==> src/rtl/updown_counter_with_history_pkg.sv <==
// Shared constants and helpers for the up/down counter with history FIFO.
package counter_pkg;

  localparam int MODE_WRAP     = 0;
  localparam int MODE_SATURATE = 1;

  // Ceiling log2, usable in parameter/localparam expressions.
  function automatic int clog2(input int value);
    int result;
    result = 0;
    for (int v = value - 1; v > 0; v = v >> 1) begin
      result = result + 1;
    end
    return result;
  endfunction

endpackage

==> src/rtl/updown_counter_with_history_if.sv <==
// Button/switch inputs and counter/history outputs of the counter block.
interface updown_counter_with_history_if #(
  parameter int WIDTH = 4,
  parameter int DEPTH = 4
);
  import counter_pkg::*;

  localparam int CNT_W = clog2(DEPTH + 1);

  logic             upButton;
  logic             downButton;
  logic             loadButton;
  logic             popButton;
  logic [WIDTH-1:0] switches;
  logic [WIDTH-1:0] counter;
  logic [WIDTH-1:0] fifoHead;
  logic [CNT_W-1:0] fifoCount;
  logic             fifoEmpty;
  logic             fifoFull;
  logic             overflow;

  // Board side: drives the raw buttons and switches, watches the results.
  modport master (
    output upButton, downButton, loadButton, popButton, switches,
    input  counter, fifoHead, fifoCount, fifoEmpty, fifoFull, overflow
  );

  // Counter side.
  modport slave (
    input  upButton, downButton, loadButton, popButton, switches,
    output counter, fifoHead, fifoCount, fifoEmpty, fifoFull, overflow
  );
endinterface

==> src/rtl/updown_counter_with_history_debouncer.sv <==
// Two-flop synchroniser plus tick-sampled debouncer emitting one pulse per press.
module button_debouncer import counter_pkg::*; #(
  parameter int DEBOUNCE_SAMPLES = 3
) (
  input  logic systemClock,
  input  logic resetButtonN,
  input  logic i_tick,
  input  logic i_button,
  output logic o_pulse
);
  localparam int SC_W = clog2(DEBOUNCE_SAMPLES + 1);
  localparam logic [SC_W-1:0] LAST_SAMPLE = SC_W'(DEBOUNCE_SAMPLES - 1);

  localparam logic [1:0] ST_IDLE      = 2'd0;
  localparam logic [1:0] ST_PRESSING  = 2'd1;
  localparam logic [1:0] ST_HELD      = 2'd2;
  localparam logic [1:0] ST_RELEASING = 2'd3;

  logic            r_sync1, r_sync2;
  logic [1:0]      r_state, w_state_next;
  logic [SC_W-1:0] r_samples, w_samples_next;
  // Cleared by reset: IDLE will not accept a press until the button has been
  // seen released for a full qualification, so a button held through reset
  // never produces an action.
  logic            r_armed, w_armed_next;
  logic            r_pulse, w_pulse_next;

  // Bring the raw button into the clock domain.
  always_ff @(posedge systemClock or negedge resetButtonN) begin
    if (!resetButtonN) begin
      r_sync1 <= 1'b0;
      r_sync2 <= 1'b0;
    end else begin
      r_sync1 <= i_button;
      r_sync2 <= r_sync1;
    end
  end

  // Next-state logic; only advances on the sample tick.
  always_comb begin
    w_state_next   = r_state;
    w_samples_next = r_samples;
    w_armed_next   = r_armed;
    w_pulse_next   = 1'b0;
    if (i_tick) begin
      case (r_state)
        ST_PRESSING: begin
          if (!r_sync2) begin
            w_state_next   = ST_IDLE;
            w_samples_next = '0;
          end else if (r_samples == LAST_SAMPLE) begin
            w_state_next   = ST_HELD;
            w_samples_next = '0;
            w_pulse_next   = 1'b1;
          end else begin
            w_samples_next = r_samples + SC_W'(1);
          end
        end
        ST_HELD: begin
          if (!r_sync2) begin
            w_state_next   = ST_RELEASING;
            w_samples_next = SC_W'(1);
          end
        end
        ST_RELEASING: begin
          if (r_sync2) begin
            w_state_next   = ST_HELD;
            w_samples_next = '0;
          end else if (r_samples == LAST_SAMPLE) begin
            w_state_next   = ST_IDLE;
            w_samples_next = '0;
          end else begin
            w_samples_next = r_samples + SC_W'(1);
          end
        end
        default: begin
          if (!r_armed) begin
            if (r_sync2) begin
              w_samples_next = '0;
            end else if (r_samples == LAST_SAMPLE) begin
              w_armed_next   = 1'b1;
              w_samples_next = '0;
            end else begin
              w_samples_next = r_samples + SC_W'(1);
            end
          end else if (r_sync2) begin
            w_state_next   = ST_PRESSING;
            w_samples_next = SC_W'(1);
          end
        end
      endcase
    end
  end

  // State, sample count and registered action pulse.
  always_ff @(posedge systemClock or negedge resetButtonN) begin
    if (!resetButtonN) begin
      r_state   <= ST_IDLE;
      r_samples <= '0;
      r_armed   <= 1'b0;
      r_pulse   <= 1'b0;
    end else begin
      r_state   <= w_state_next;
      r_samples <= w_samples_next;
      r_armed   <= w_armed_next;
      r_pulse   <= w_pulse_next;
    end
  end

  assign o_pulse = r_pulse;
endmodule

==> src/rtl/updown_counter_with_history.sv <==
// Debounced up/down/load counter that logs every change into a history FIFO.
module updown_counter_with_history import counter_pkg::*; #(
  parameter int WIDTH             = 4,
  parameter int CLOCK_SCALER_BITS = 16,
  parameter int DEBOUNCE_SAMPLES  = 3,
  parameter int SATURATE          = MODE_WRAP,
  parameter int DEPTH             = 4
) (
  input logic systemClock,
  input logic resetButtonN,
  updown_counter_with_history_if.slave bus
);
  localparam int CNT_W = clog2(DEPTH + 1);
  localparam int PTR_W = clog2(DEPTH);
  localparam logic [WIDTH-1:0] MAX_VALUE = '1;

  logic [CLOCK_SCALER_BITS-1:0] r_scaler;
  logic                         w_tick;
  logic [3:0]                   w_raw_buttons, w_actions;
  logic                         w_up, w_down, w_load, w_pop;

  logic [WIDTH-1:0] r_counter, w_value_next;
  logic [WIDTH-1:0] r_mem [DEPTH];
  logic [PTR_W-1:0] r_rd_ptr, r_wr_ptr, w_rd_next;
  logic [CNT_W-1:0] r_fifo_count, w_fifo_count_next;
  logic [WIDTH-1:0] r_head, w_head_next;
  logic             r_overflow;
  logic             w_push, w_pop_ok, w_empty, w_full;

  // Free-running prescaler; the all-ones cycle is the one-cycle sample tick.
  always_ff @(posedge systemClock or negedge resetButtonN) begin
    if (!resetButtonN) r_scaler <= '0;
    else               r_scaler <= r_scaler + CLOCK_SCALER_BITS'(1);
  end
  assign w_tick = &r_scaler;

  assign w_raw_buttons = {bus.popButton, bus.loadButton, bus.downButton, bus.upButton};
  for (genvar gi = 0; gi < 4; gi++) begin : g_button
    button_debouncer #(.DEBOUNCE_SAMPLES(DEBOUNCE_SAMPLES)) u_debouncer (
      .systemClock  (systemClock),
      .resetButtonN (resetButtonN),
      .i_tick       (w_tick),
      .i_button     (w_raw_buttons[gi]),
      .o_pulse      (w_actions[gi])
    );
  end
  assign {w_pop, w_load, w_down, w_up} = w_actions;

  // Next count: load wins, up+down cancel, saturate mode ignores steps past the ends.
  always_comb begin
    w_value_next = r_counter;
    if (w_load) begin
      w_value_next = bus.switches;
    end else if (w_up && !w_down) begin
      if (!(SATURATE == MODE_SATURATE && r_counter == MAX_VALUE))
        w_value_next = r_counter + WIDTH'(1);
    end else if (w_down && !w_up) begin
      if (!(SATURATE == MODE_SATURATE && r_counter == '0))
        w_value_next = r_counter - WIDTH'(1);
    end
  end

  // Only a real change of value is a commit.
  assign w_push   = (w_value_next != r_counter);
  assign w_empty  = (r_fifo_count == '0);
  assign w_full   = (r_fifo_count == CNT_W'(DEPTH));
  assign w_pop_ok = w_pop && !w_empty;

  // FIFO bookkeeping: a push into a full FIFO without a pop drops the oldest entry.
  always_comb begin
    w_rd_next         = r_rd_ptr;
    w_fifo_count_next = r_fifo_count;
    if (w_pop_ok || (w_push && w_full))
      w_rd_next = r_rd_ptr + PTR_W'(1);
    if (w_push && !w_pop_ok && !w_full)
      w_fifo_count_next = r_fifo_count + CNT_W'(1);
    else if (w_pop_ok && !w_push)
      w_fifo_count_next = r_fifo_count - CNT_W'(1);
    // The entry written this cycle becomes the head when it lands on the new read slot.
    if (w_fifo_count_next == '0)
      w_head_next = '0;
    else if (w_push && (w_rd_next == r_wr_ptr))
      w_head_next = w_value_next;
    else
      w_head_next = r_mem[w_rd_next];
  end

  // History storage; contents are don't-care until written, so no reset.
  always_ff @(posedge systemClock) begin
    if (w_push) r_mem[r_wr_ptr] <= w_value_next;
  end

  // Counter, pointers, count, registered head and sticky overflow.
  always_ff @(posedge systemClock or negedge resetButtonN) begin
    if (!resetButtonN) begin
      r_counter    <= '0;
      r_rd_ptr     <= '0;
      r_wr_ptr     <= '0;
      r_fifo_count <= '0;
      r_head       <= '0;
      r_overflow   <= 1'b0;
    end else begin
      r_counter    <= w_value_next;
      r_rd_ptr     <= w_rd_next;
      r_fifo_count <= w_fifo_count_next;
      r_head       <= w_head_next;
      if (w_push) r_wr_ptr <= r_wr_ptr + PTR_W'(1);
      if (w_push && w_full && !w_pop_ok) r_overflow <= 1'b1;
    end
  end

  assign bus.counter   = r_counter;
  assign bus.fifoHead  = r_head;
  assign bus.fifoCount = r_fifo_count;
  assign bus.fifoEmpty = w_empty;
  assign bus.fifoFull  = w_full;
  assign bus.overflow  = r_overflow;
endmodule

==> src/flat_wrapper.sv <==
// flat-port wrapper written by rule: the top's interface ports become plain ports
module updown_counter_with_history_flat import counter_pkg::*;
#(
  parameter int WIDTH             = 4,
  parameter int CLOCK_SCALER_BITS = 16,
  parameter int DEBOUNCE_SAMPLES  = 3,
  parameter int SATURATE          = MODE_WRAP,
  parameter int DEPTH             = 4
)
  (systemClock, resetButtonN, bus_upButton, bus_downButton, bus_loadButton, bus_popButton, bus_switches, bus_counter, bus_fifoHead, bus_fifoCount, bus_fifoEmpty, bus_fifoFull, bus_overflow);
  updown_counter_with_history_if #(.WIDTH(WIDTH), .DEPTH(DEPTH)) bus_i ();
  input logic systemClock;
  input logic resetButtonN;
  input wire logic [$bits(bus_i.upButton)-1:0] bus_upButton;
  input wire logic [$bits(bus_i.downButton)-1:0] bus_downButton;
  input wire logic [$bits(bus_i.loadButton)-1:0] bus_loadButton;
  input wire logic [$bits(bus_i.popButton)-1:0] bus_popButton;
  input wire logic [$bits(bus_i.switches)-1:0] bus_switches;
  output wire logic [$bits(bus_i.counter)-1:0] bus_counter;
  output wire logic [$bits(bus_i.fifoHead)-1:0] bus_fifoHead;
  output wire logic [$bits(bus_i.fifoCount)-1:0] bus_fifoCount;
  output wire logic [$bits(bus_i.fifoEmpty)-1:0] bus_fifoEmpty;
  output wire logic [$bits(bus_i.fifoFull)-1:0] bus_fifoFull;
  output wire logic [$bits(bus_i.overflow)-1:0] bus_overflow;
  assign bus_i.upButton = bus_upButton;
  assign bus_i.downButton = bus_downButton;
  assign bus_i.loadButton = bus_loadButton;
  assign bus_i.popButton = bus_popButton;
  assign bus_i.switches = bus_switches;
  assign bus_counter = bus_i.counter;
  assign bus_fifoHead = bus_i.fifoHead;
  assign bus_fifoCount = bus_i.fifoCount;
  assign bus_fifoEmpty = bus_i.fifoEmpty;
  assign bus_fifoFull = bus_i.fifoFull;
  assign bus_overflow = bus_i.overflow;
  updown_counter_with_history #(.WIDTH(WIDTH), .CLOCK_SCALER_BITS(CLOCK_SCALER_BITS), .DEBOUNCE_SAMPLES(DEBOUNCE_SAMPLES), .SATURATE(SATURATE), .DEPTH(DEPTH)) u_core (.systemClock(systemClock), .resetButtonN(resetButtonN), .bus(bus_i));
endmodule
==> config.mk <==
export PLATFORM = sky130hd
export DESIGN_NAME = updown_counter_with_history_flat
export DESIGN_NICKNAME = d
export VERILOG_FILES = /design/src/rtl/updown_counter_with_history_pkg.sv /design/src/rtl/updown_counter_with_history_if.sv /design/src/rtl/updown_counter_with_history_debouncer.sv /design/src/rtl/updown_counter_with_history.sv /design/src/flat_wrapper.sv
export SDC_FILE = /design/constraint.sdc
export NUM_CORES = 1
export LEC_CHECK = 0
export ABC_CLOCK_PERIOD_IN_PS = 6500
export BUFFER_PORTS_ARGS = -buffer_cell sky130_fd_sc_hd__buf_2
export CAP_MARGIN = 20
export CORE_AREA = 5 5 89 91
export CTS_BUF_LIST = sky130_fd_sc_hd__clkbuf_8 sky130_fd_sc_hd__clkbuf_16
export DETAILED_ROUTE_END_ITERATION = 10
export DIE_AREA = 0 0 94 96
export GPL_TIMING_DRIVEN = 0
export PLACE_DENSITY_LB_ADDON = 0.3
export SYNTH_ARGS = -nofsm -noshare
export SYNTH_HDL_FRONTEND = slang
export SYNTH_SLANG_ARGS = --single-unit
==> constraint.sdc <==
create_clock -name systemClock -period 6.5 [get_ports systemClock]
set_input_delay 1.625 -clock systemClock [delete_from_list [all_inputs] [get_ports systemClock]]
set_output_delay 1.625 -clock systemClock [all_outputs]
set_load 0.02 [all_outputs]
==> results.md <==
- Drt wl/cell: 15.3 um
- Worst Path Arrival: about 1.7 ns
- Fin Setup TNS: 0 ns
- Skew-Pair Late Insertion Delay: 0.36 ns
- 1st-iter DRT viols: about 150
- Io pins: 24
- Pins Over Slew Limit: 0
- RSZ-0062 raised after global routing: no
- P_int: 0.000666 W
- Die Span Y: 96 um
- GPL Wtd Cong: approximately 0.9
- Initial antenna violation count: 0
- Yosys cell types: 56
- Final #Nets: 493
- Crit end category: output port
- First-pass GRT wire length: 14,700 um
- Clk slew on worst S/H paths: 0.09 ns
- Startpoint Class: flop
- Cts-stage hold buffer count: 0
- # DRC: 0
- Routed vias/inst: 5.74
- Crit-path max cell delay: 0.43 ns
- Synthesis Warnings: 0
- Commonest non-fill, non-tap cell in the layout: dfrtp_1
- Period minus WS final: between 3 and 4 ns
- Clock Skew: 0.0116 ns
- Post-CTS resize count: 0
- Max Freq: 300 MHz
- # diodes: 0
- Crit path launch: u_core.bus.fifoCount[1]
- Final Hold Vio Count: 0
- Combinational power share: 0.026
- HP Class: reg -> reg
- Crit path max-delay cell type: dfrtp_1
- Min-Delay Path Depth: 0
- CTS Root Cell: clkbuf_8
- Vias in the first global route: about 3,300
- Max Cap Viol: 0
- Post-synth EDFFs: 16
- Final setup violation count: 0
- Die ar.: approximately 0.0090 mm^2
- Crit-path max FO: 9
- Layout cells sized above 1: 0.141
- Worst path cell trace: inv_1, ha_1, clkbuf_8, inv_1, nor2_1, buf_2
- Crit path required time: 4.88 ns
- CTS tree: built
- Initial core utilization: 0.628
- Synth async-reset ratio: 0.800
- Clock Power Share: 0.400
- Relative slew slack: 0.472
- Synthesis-to-finish area growth: 9.68%
- Leakage power total: 2.19 nW
- Die width: between 90 and 100 um
- Gr usage total: 0.207
- Net count after synthesis: 459
- Row Count: 31
- R2r setup slk: 3.86 ns
- Core Box Area: just over 0.007 mm^2
- Tcrit/Tclk final: 0.513
- Vias: 3,222
- Drt pass-1 iters: 4
- Final Hold Slack: 0.357 ns
- Commonest non-fill, non-tap cells in the layout: dfrtp_1, nand2_1, inv_1
- Switching Fraction: 0.253
- CTS Buf Count: 9
- Clock sink total: 80
- Post-CTS Setup Inserts: 0
- Largest net degree at the start of global routing: 65
- Reg2Reg Depth: 10
- Status: completed
- Crit-path most repeated cell: inv_1
- Sequential share of power: 0.574
- Mapped cell area: approximately 0.0044 mm^2
- ANT nets after route: 0
- VDD IR max: 0.000139 V
- Sequential area share after synthesis: 0.469
- WP depth: 6
- GRT overflow: 0
- CTS max path bufs: 2
- Hpwl dp: 6260 um
- Number of port buffers: 23
- Final wirelength: 8570 um
- Pwr dens: 183 mW/mm^2
- Syn Area/Cell: around 10 um^2
- Critical path's top delay family: buffers and inverters
- P_sw: 0.000226 W
- Hold path startpoint: u_core.g_button[0].u_debouncer.r_sync1
- Cells after synthesis: 423
- CP bufs+invs: 4
- H-tree levels: 3
- Most common flop cell mapped by yosys: dfrtp_1
- Critical path class: reg -> out
- Critical R2R Launch: u_core.bus.fifoCount[1]
- Worst Tran Pin Value: 0.792 ns
- Flops & latches, synth: 80
## flip-flops by register name (all words and copies together), names as in the netlist, 3 cells and up, named ones only
register and cells:
u_core.r_mem 16, u_core.g_button.u_debouncer.r_armed 4, u_core.bus.fifoCount 3, u_core.r_scaler 16, u_core.g_button.u_debouncer.r_sync2 4, u_core.g_button.u_debouncer.r_state 4
u_core.g_button.u_debouncer.o_pulse 4, u_core.g_button.u_debouncer.r_samples 8, u_core.bus.counter 4, u_core.g_button.u_debouncer.r_sync1 4, u_core.bus.fifoHead 4
## synthesized netlist by cell type, types with 5 or more instances
cell	n	area, um^2
a22oi_1	5	37.5
ha_1	26	325
nand2_1	40	150
edfxtp_1	16	480
and2_1	6	37.5
nor3_1	12	60.1
o21ai_0	27	135
dfrtp_1	64	1600
xnor2_1	23	201
mux2i_1	24	240
nor2_1	28	105
a211oi_1	5	37.5
inv_1	32	120
nand3_1	12	60.1
clkbuf_1	6	22.5
a21oi_1	10	50.1
xor2_1	6	52.6
## path summary, 6_finish.rpt
path | endpoint
max | bus_fifoFull
min in group asynchronous | u_core.bus.fifoCount[0]
max reg2reg | u_core.bus.fifoHead[3]
min reg2reg | u_core.g_button[0].u_debouncer.r_sync2
min | u_core.g_button[0].u_debouncer.r_sync2
max in group asynchronous | u_core.g_button[0].u_debouncer.r_sync2
## cell families after synthesis
logic type,after synthesis,synth area share
AND/OR/NAND/NOR,127,0.141
AO/OA/AOI/OAI,88,0.145
flip-flops,80,0.469
buffers and inverters,44,0.0463
XOR/XNOR,30,0.0609
multiplexers,28,0.0643
adder cells (fa/ha/maj),26,0.0733
## per-layer routing
layer | vias to the layer above | part of all wire | global-route usage
met5 | - | 0 | 0
met4 | 0 | 0.025 | 0.111
met3 | 19 | 0.054 | 0.0399
met2 | 87 | 0.49 | 0.349
met1 | 1538 | 0.43 | 0.251
li1 | 1578 | - | -
## per-stage QoR
step	worst slack (ns)	area, um^2	total power, W	instances	utilization
after global placement	2.94	4670	0.000546	545	0.662
final	3.17	4860	0.000892	561	0.689
after CTS	3.15	4860	0.000897	561	0.689
after detailed placement	2.87	4680	0.000547	545	0.663
after global routing	3.05	4860	0.000921	561	0.689
after floorplan	3.25	4440	0.000533	423	-
## power by group through the flow
stage	Clock, W	Sequential [W]	Combinational (W)
5_1_grt	0.000381	0.000513	0.0000269
3_5_place_dp	0	0.000523	0.0000240
4_1_cts	0.000360	0.000512	0.0000240
2_1_floorplan	0	0.000523	0.0000106
6_report	0.000357	0.000512	0.0000234
3_3_place_gp	0	0.000523	0.0000230
## layout make-up
type | count | area [um^2]
tap | 99 | 124
timing repair buffer | 23 | 118
buffer | 12 | 85.1
fill | 542 | 2190
multi-input combinational | 299 | 2150
clock inverter | 7 | 63.8
sequential | 80 | 2080
clock buffer | 9 | 124
inverter | 32 | 120
(Power assumes the default switching activity.)
